[config.mk]
export PLATFORM = sky130hd
export DESIGN_NAME = viewport_normalizer_flat
export DESIGN_NICKNAME = d
export VERILOG_FILES = /design/src/rtl/viewport_normalizer_if.sv /design/src/rtl/viewport_normalizer.sv /design/src/flat_wrapper.sv
export SDC_FILE = /design/constraint.sdc
export NUM_CORES = 1
export LEC_CHECK = 0
export ABC_AREA = 1
export BUFFER_PORTS_ARGS = -buffer_cell sky130_fd_sc_hd__clkbuf_2
export CAP_MARGIN = 15
export CORE_MARGIN = 4
export CORE_UTILIZATION = 60
export CTS_BUF_LIST = sky130_fd_sc_hd__clkbuf_8
export CTS_CLUSTER_SIZE = 12
export DETAILED_ROUTE_END_ITERATION = 8
export PLACE_DENSITY_LB_ADDON = 0.08
export SYNTH_ARGS = -nofsm -noshare
export SYNTH_HDL_FRONTEND = slang
export SYNTH_SLANG_ARGS = --single-unit
[constraint.sdc]
create_clock -name clock -period 4.7 [get_ports clock]
set_input_delay 0.235 -clock clock [delete_from_list [all_inputs] [get_ports clock]]
set_output_delay 0.235 -clock clock [all_outputs]
set_load 0.05 [all_outputs]
[src/rtl/viewport_normalizer_if.sv]
// Vertex-in / pixel-out handshake bundle for the viewport normalizer.
// Latency: none (wires only).
// Backpressure: valid/ready on both channels; the source holds its data while valid is high and ready is low.
interface viewport_normalizer_if #(
   parameter int CORDW = 16,
   parameter int PIXW  = 10
);
   logic                    in_valid;
   logic                    in_ready;
   logic signed [CORDW-1:0] in_x;
   logic signed [CORDW-1:0] in_y;
   logic signed [CORDW-1:0] in_z;
   logic signed [CORDW-1:0] in_w;
   logic                    out_valid;
   logic                    out_ready;
   logic [PIXW-1:0]         out_pixel_x;
   logic [PIXW-1:0]         out_pixel_y;
   logic                    out_clip;

   // Vertex source / pixel sink side (transform stage and rasteriser)
   modport master (
      output in_valid, in_x, in_y, in_z, in_w, out_ready,
      input  in_ready, out_valid, out_pixel_x, out_pixel_y, out_clip
   );

   // Normalizer side
   modport slave (
      input  in_valid, in_x, in_y, in_z, in_w, out_ready,
      output in_ready, out_valid, out_pixel_x, out_pixel_y, out_clip
   );
endinterface

[src/rtl/viewport_normalizer.sv]
// Perspective divide + viewport mapping of one homogeneous vertex to clamped screen pixels, with frustum clip reject.
// Latency: 2*(CORDW+SCALEW)+1 cycles from input handshake to out_valid; clipped vertices take 1 cycle.
// Backpressure: one vertex in flight; in_ready is high only when idle, results are held in DONE until out_ready.
module viewport_normalizer #(
   parameter int CORDW    = 16,
   parameter int SCREEN_W = 640,
   parameter int SCREEN_H = 480,
   parameter int SCALEW   = 9,
   parameter int PIXW     = 10
) (
   input logic              clock,
   input logic              reset,
   viewport_normalizer_if.slave bus
);

   localparam int HW = SCREEN_W / 2;
   localparam int HH = SCREEN_H / 2;
   localparam int NW = CORDW + SCALEW;
   localparam int RW = CORDW + 1;
   localparam int CW = $clog2(NW + 1);

   localparam logic [NW-1:0]        HW_N   = NW'(HW);
   localparam logic [NW-1:0]        HH_N   = NW'(HH);
   localparam logic signed [NW+1:0] HW_S   = (NW+2)'(HW);
   localparam logic signed [NW+1:0] HH_S   = (NW+2)'(HH);
   localparam logic signed [NW+1:0] XMAX_S = (NW+2)'(SCREEN_W - 1);
   localparam logic signed [NW+1:0] YMAX_S = (NW+2)'(SCREEN_H - 1);
   localparam logic [CW-1:0]        CNT_X_LAST = CW'(NW);
   localparam logic [CW-1:0]        CNT_Y_LAST = CW'(NW - 1);

   typedef enum logic [1:0] {IDLE, DIV_X, DIV_Y, DONE} state_t;

   state_t state, state_nx;

   logic [NW-1:0]    dvd;       // dividend, shifts left; quotient bits fill from the bottom
   logic [CORDW-1:0] rem;
   logic [NW-1:0]    y_dvd;     // |y|*HH parked until the x divide finishes
   logic [NW-1:0]    qx;
   logic [CORDW-1:0] w_r;
   logic             x_neg;
   logic             y_neg;
   logic             clip_r;
   logic [CW-1:0]    cnt;
   logic [PIXW-1:0]  pix_x_r;
   logic [PIXW-1:0]  pix_y_r;
   logic             clip_out_r;

   // Magnitude in CORDW+1 bits so the most negative input stays exact
   function automatic logic [RW-1:0] mag(input logic [CORDW-1:0] v);
      logic [RW-1:0] s;
      s = {v[CORDW-1], v};
      return v[CORDW-1] ? (~s + RW'(1)) : s;
   endfunction

   function automatic logic [PIXW-1:0] clamp(input logic signed [NW+1:0] v,
                                             input logic signed [NW+1:0] maxv);
      if (v < 0)
         return '0;
      else if (v > maxv)
         return maxv[PIXW-1:0];
      else
         return v[PIXW-1:0];
   endfunction

   logic [RW-1:0] xm, ym, zm, w_ext_in;
   logic          clip_in;

   // Frustum test on the incoming vertex
   always_comb begin
      xm       = mag(bus.in_x);
      ym       = mag(bus.in_y);
      zm       = mag(bus.in_z);
      w_ext_in = {1'b0, bus.in_w};
      clip_in  = bus.in_w[CORDW-1] | (bus.in_w == '0) |
                 (xm > w_ext_in) | (ym > w_ext_in) | (zm > w_ext_in);
   end

   logic [RW-1:0]       rem_sh;
   logic                ge;
   logic [CORDW-1:0]    rem_nx;
   logic [NW-1:0]       dvd_nx;
   logic signed [NW+1:0] px_s, py_s;

   // One restoring-divide step and the pixel mapping of the finished quotients
   always_comb begin
      rem_sh = {rem, dvd[NW-1]};
      ge     = rem_sh >= {1'b0, w_r};
      rem_nx = ge ? (rem_sh[CORDW-1:0] - w_r) : rem_sh[CORDW-1:0];
      dvd_nx = {dvd[NW-2:0], ge};
      px_s   = x_neg ? (HW_S - $signed({2'b00, qx}))     : (HW_S + $signed({2'b00, qx}));
      py_s   = y_neg ? (HH_S + $signed({2'b00, dvd_nx})) : (HH_S - $signed({2'b00, dvd_nx}));
   end

   // State register
   always_ff @(posedge clock or posedge reset) begin
      if (reset)
         state <= IDLE;
      else
         state <= state_nx;
   end

   // Next state: first DIV_X cycle resolves the clip reject, then NW steps for x and NW for y
   always_comb begin
      state_nx = state;
      case (state)
         IDLE:    if (bus.in_valid) state_nx = DIV_X;
         DIV_X:   begin
                     if (cnt == '0 && clip_r)   state_nx = DONE;
                     else if (cnt == CNT_X_LAST) state_nx = DIV_Y;
                  end
         DIV_Y:   if (cnt == CNT_Y_LAST) state_nx = DONE;
         DONE:    if (bus.out_ready) state_nx = IDLE;
         default: state_nx = IDLE;
      endcase
   end

   // Operand capture, divider iteration and result registers
   always_ff @(posedge clock or posedge reset) begin
      if (reset) begin
         dvd        <= '0;
         rem        <= '0;
         y_dvd      <= '0;
         qx         <= '0;
         w_r        <= '0;
         x_neg      <= 1'b0;
         y_neg      <= 1'b0;
         clip_r     <= 1'b0;
         cnt        <= '0;
         pix_x_r    <= '0;
         pix_y_r    <= '0;
         clip_out_r <= 1'b0;
      end else begin
         case (state)
            IDLE: begin
               if (bus.in_valid) begin
                  dvd    <= NW'(xm) * HW_N;
                  y_dvd  <= NW'(ym) * HH_N;
                  w_r    <= bus.in_w;
                  x_neg  <= bus.in_x[CORDW-1];
                  y_neg  <= bus.in_y[CORDW-1];
                  clip_r <= clip_in;
                  rem    <= '0;
                  cnt    <= '0;
               end
            end
            DIV_X: begin
               if (cnt == '0) begin
                  cnt <= CW'(1);
                  if (clip_r) begin
                     pix_x_r    <= '0;
                     pix_y_r    <= '0;
                     clip_out_r <= 1'b1;
                  end
               end else if (cnt == CNT_X_LAST) begin
                  qx  <= dvd_nx;
                  dvd <= y_dvd;
                  rem <= '0;
                  cnt <= '0;
               end else begin
                  dvd <= dvd_nx;
                  rem <= rem_nx;
                  cnt <= cnt + CW'(1);
               end
            end
            DIV_Y: begin
               dvd <= dvd_nx;
               rem <= rem_nx;
               cnt <= cnt + CW'(1);
               if (cnt == CNT_Y_LAST) begin
                  pix_x_r    <= clamp(px_s, XMAX_S);
                  pix_y_r    <= clamp(py_s, YMAX_S);
                  clip_out_r <= 1'b0;
               end
            end
            default: ;
         endcase
      end
   end

   assign bus.in_ready    = (state == IDLE);
   assign bus.out_valid   = (state == DONE);
   assign bus.out_pixel_x = pix_x_r;
   assign bus.out_pixel_y = pix_y_r;
   assign bus.out_clip    = clip_out_r;

endmodule
[src/flat_wrapper.sv]
// flat-port wrapper written by rule: the top's interface ports become plain ports
module viewport_normalizer_flat 
#(
   parameter int CORDW    = 16,
   parameter int SCREEN_W = 640,
   parameter int SCREEN_H = 480,
   parameter int SCALEW   = 9,
   parameter int PIXW     = 10
)
  (clock, reset, bus_in_valid, bus_in_x, bus_in_y, bus_in_z, bus_in_w, bus_out_ready, bus_in_ready, bus_out_valid, bus_out_pixel_x, bus_out_pixel_y, bus_out_clip);
  viewport_normalizer_if #(.CORDW(CORDW), .PIXW(PIXW)) bus_i ();
  input logic clock;
  input logic reset;
  input wire logic [$bits(bus_i.in_valid)-1:0] bus_in_valid;
  input wire logic [$bits(bus_i.in_x)-1:0] bus_in_x;
  input wire logic [$bits(bus_i.in_y)-1:0] bus_in_y;
  input wire logic [$bits(bus_i.in_z)-1:0] bus_in_z;
  input wire logic [$bits(bus_i.in_w)-1:0] bus_in_w;
  input wire logic [$bits(bus_i.out_ready)-1:0] bus_out_ready;
  output wire logic [$bits(bus_i.in_ready)-1:0] bus_in_ready;
  output wire logic [$bits(bus_i.out_valid)-1:0] bus_out_valid;
  output wire logic [$bits(bus_i.out_pixel_x)-1:0] bus_out_pixel_x;
  output wire logic [$bits(bus_i.out_pixel_y)-1:0] bus_out_pixel_y;
  output wire logic [$bits(bus_i.out_clip)-1:0] bus_out_clip;
  assign bus_i.in_valid = bus_in_valid;
  assign bus_i.in_x = bus_in_x;
  assign bus_i.in_y = bus_in_y;
  assign bus_i.in_z = bus_in_z;
  assign bus_i.in_w = bus_in_w;
  assign bus_i.out_ready = bus_out_ready;
  assign bus_in_ready = bus_i.in_ready;
  assign bus_out_valid = bus_i.out_valid;
  assign bus_out_pixel_x = bus_i.out_pixel_x;
  assign bus_out_pixel_y = bus_i.out_pixel_y;
  assign bus_out_clip = bus_i.out_clip;
  viewport_normalizer #(.CORDW(CORDW), .SCREEN_W(SCREEN_W), .SCREEN_H(SCREEN_H), .SCALEW(SCALEW), .PIXW(PIXW)) u_core (.clock(clock), .reset(reset), .bus(bus_i));
endmodule
==> flow_summary_export.csv <==
group,metric,value,unit
clock_tree,clk_latency,0.47,ns
finish,fin_util,66.2,%
synthesis,syn_area,13200,sq um
setup_path,crit_path_end_kind,"register",
finish,fillers,2017,
detailed_routing,drcViolationCount,0,
die,die_w,156,um
clock_tree,tritoncts,"yes",
synthesis,synth.avg_cell_area,7.07,sq um
finish,drive_gt1_share,10.7,%
grt,grt_max_degree,91,
timing,final-max-slew-violation-count,0,
setup_path,crit_type,"primary input to register",
grt,busiest_layer,"met2",
setup_path,crit_chain,"clkbuf_2 -> inv_1 -> ha_1 -> inv_1 -> nor3_1 -> inv_1 -> nor3_1 -> or2_2 -> nand2_1 -> xor2_1 -> fa_1 -> fa_1 -> ha_1 -> a21oi_1 -> o21ai_0 -> a21oi_1 -> nand2_1 -> a31o_2 -> or2_2 -> a31oi_1",
setup_path,r2r_end,"u_core.bus.out_pixel_y[4]",
clock_tree,postCtsSetupBuffers,0,
timing,rsz0062_at_grt,"false",
setup_path,cp.required,5.09,ns
synthesis,yosysSeqAreaShare,25.4,%
clock_tree,cts_sinks,134,
hold_path,whs_path_depth,3,
power_and_ir_drop,max-vdd-ir-drop,319,uV
power_and_ir_drop,seqPwrFrac,23.9,%
synthesis,synthArstFlopShare,100,%
detailed_routing,drtAntennaViolNets,0,
clock_tree,h-tree-depth,4,
power_and_ir_drop,comb_power_share,63.4,%
timing,clock_skew,0.0188,ns
die,core_area,21800,sq um
setup_path,regToRegStartpoint,"u_core.w_r[7]",
finish,synthToLayoutAreaGrowth,8.91,%
setup_path,crit_start,"bus_in_y[0]",
detailed_routing,wl_per_cell,15.7,um
setup_path,crit_top_cell,"inv_1",
place,place_congestion,0.925,
die,initial_core_util,60.8,%
clock_tree,cts_buffer_depth,2,
synthesis,synthCells,1869,
synthesis,synth_flop_cell,"dfrtp_1",
timing,hold_viol,0,
die,die_y,156,um
timing,max_slew_margin,36.0,%
finish,final_common_cell,"nand2_1",
clock_tree,cts_buffers,17,
grt,antenna_found_initial,1,
grt,grt_pass1_wl,58600,um
power_and_ir_drop,p_sw,0.00428,W
setup_path,critPathSlowestCell,"xor2_1",
synthesis,yosys_warnings,0,
flow_run,cap_viol_max_count,0,
power_and_ir_drop,intPower,0.00365,W
finish,multiInputGateArea,8800,sq um
detailed_routing,drt_first_iter_violations,912,
setup_path,slowest_delay,0.56,ns
place,place_hpwl,28300,um
timing,layout_min_cycle_time,4.09,ns
setup_path,critPathArrivalTime,4.48,ns
synthesis,synth_edf_count,0,
timing,tightest_slew,0.960,ns
timing,fin_tns_setup,0,ns
power_and_ir_drop,power.density,550,nW/um^2
grt,met1_usage,38.6,%
power_and_ir_drop,p_sw_share,54.0,%
timing,fmax,0.244,GHz
grt,track_usage,29.4,%
setup_path,rrSetupSlack,0.63,ns
synthesis,yosysUniqueCellTypes,59,
detailed_routing,drt_first_pass_iters,6,
synthesis,ys_ff_latch,134,
power_and_ir_drop,p_clk_share,12.7,%
clock_tree,cts_root_buf,"clkbuf_8",
power_and_ir_drop,leakagePower,7.47,nW
die,rows,54,
detailed_routing,drt-total-wl,35200,um
die,die_area,24500,sq um
grt,grt_pass1_vias,12000,
grt,grt_use_met3,4.29,%
finish,layout.nets,2190,
detailed_routing,vias,12500,
setup_path,cp_max_fo,5,
clock_tree,ctsResizeCount,0,
setup_path,cp-start-kind,"primary input",
hold_path,hold_class,"primary input to register",
timing,final.period_utilization,87.1,%
status,status,"finished clean",
grt,grtUsageMet2,49.7,%
detailed_routing,avgViaCountPerCell,5.58,
setup_path,reg2regPathDepth,27,
timing,setup_violations,0,
die,num_io_pins,91,
place,io_buffers,90,
grt,gr-total-overflow,0,
clock_tree,clkTransAtPathRegs,0.09,ns
finish,regArea,3350,sq um
finish,antennaDiodeCount,0,
finish,final_cell_mix,"nand2_1 (469), inv_1 (209), o21ai_0 (164)",
setup_path,crit_end,"u_core.y_dvd[22]",
-- timing repair --
action,CTS,global route
endpoints found under the hold margin,89,0
setup endpoints to repair,0,0
hold buffers,1,0
-- critical path, delay by kind of cell --
family / cells / cell delay [ns]
AO/OA/AOI/OAI: 5 / 0.75
adder cells (fa/ha/maj): 4 / 1.54
XOR/XNOR: 1 / 0.56
buffers and inverters: 4 / 0.38
AND/OR/NAND/NOR: 6 / 1.02
-- synth_stat cells (all sizes together) (2+ instances only) --
| cell | number | area (sq um) |
|---|---|---|
| o21ai | 175 | 883 |
| o211ai | 13 | 103 |
| clkinv | 3 | 11.3 |
| o21bai | 3 | 33.8 |
| inv | 229 | 860 |
| o221ai | 3 | 26.3 |
| xnor2 | 18 | 158 |
| nand3b | 5 | 37.5 |
| a21o | 6 | 45.0 |
| o41ai | 2 | 17.5 |
| nor2 | 156 | 623 |
| fa | 33 | 661 |
| buf | 15 | 86.3 |
| nor4 | 17 | 113 |
| o31ai | 13 | 103 |
| a21oi | 109 | 553 |
| conb | 2 | 7.51 |
| a22oi | 9 | 67.6 |
| nand4 | 25 | 169 |
| or2 | 12 | 75.1 |
| nor3b | 2 | 15.0 |
| ha | 136 | 1700 |
| a211oi | 2 | 15.0 |
| nand3 | 105 | 551 |
| a31oi | 10 | 62.6 |
| nand2 | 478 | 1830 |
| xor2 | 66 | 578 |
| o22ai | 16 | 100 |
| a221oi | 4 | 35.0 |
| dfrtp | 134 | 3350 |
| clkbuf | 34 | 128 |
| nor3 | 28 | 166 |
-- per-stage QoR --
step	power (W)	instance area, sq um	std cells	hold slack (ns)	worst slack, ns
5_1_grt	0.00871	14400	2246	0.0945	0.195
3_3_place_gp	0.00678	14000	2213	0.439	0.191
3_5_place_dp	0.00685	14000	2213	0.441	0.129
2_1_floorplan	0.00564	13200	1873	0.345	0.441
6_report	0.00792	14400	2246	0.138	0.606
4_1_cts	0.00789	14400	2246	0.112	0.614
-- metal layers --
| metal | wire (um) | share of wire [%] | vias up |
|---|---|---|---|
| met2 | 16500 | 47 | 335 |
| met5 | 13 | 0.037 | - |
| li1 | - | - | 6362 |
| met1 | 15800 | 45 | 5758 |
| met4 | 1150 | 3.3 | 2 |
| met3 | 1730 | 4.9 | 76 |
-- worst min path at each step --
stage	start	endpoint	slack, ns
3_5_place_dp	reset	u_core.cnt[4]	0.44
4_1_cts	bus_in_w[0]	u_core.w_r[0]	0.11
2_1_floorplan	bus_in_w[0]	u_core.w_r[0]	0.34
6_report	bus_in_w[0]	u_core.w_r[0]	0.14
3_3_place_gp	reset	u_core.state[0]	0.44
5_1_grt	bus_in_w[0]	u_core.w_r[0]	0.09
-- layout make-up --
cell class | instances | area share [%]
Tap cell | 280 | 2.43
Sequential cell | 134 | 23.3
Clock inverter | 15 | 1.23
Multi-Input combinational cell | 1458 | 61.2
Timing Repair Buffer | 110 | 4.19
Inverter | 232 | 6.08
Clock buffer | 17 | 1.63
-- power groups by stage --
stage / Combinational, W / Sequential (W) / Clock [W]
floorplan: 0.00377 / 0.00187 / 0
global placement: 0.00488 / 0.00190 / 0
detailed placement: 0.00495 / 0.00190 / 0
CTS: 0.00498 / 0.00188 / 0.00103
global route: 0.00569 / 0.00194 / 0.00108
finish: 0.00502 / 0.00189 / 0.00101
-- cells by family after synthesis --
logic type      share of synthesized area [%]
simple gates                             27.1
compound gates                           15.8
buf+inv                                  8.21
fa+ha+maj                                17.9
flops                                    25.4
xor+xnor                                 5.57
other cells                            0.0568
-- flip-flops by register name, summed over array words and instances, names as in the netlist --
register	flops
u_core.y_neg	1
u_core.cnt	5
u_core.bus.out_pixel_y	10
u_core.clip_r	1
u_core.state	2
u_core.qx	25
u_core.x_neg	1
u_core.y_dvd	21
u_core.rem	16
u_core.dvd	25
u_core.bus.out_clip	1
u_core.w_r	16
u_core.bus.out_pixel_x	10
Power figures use the tool's default switching activity.
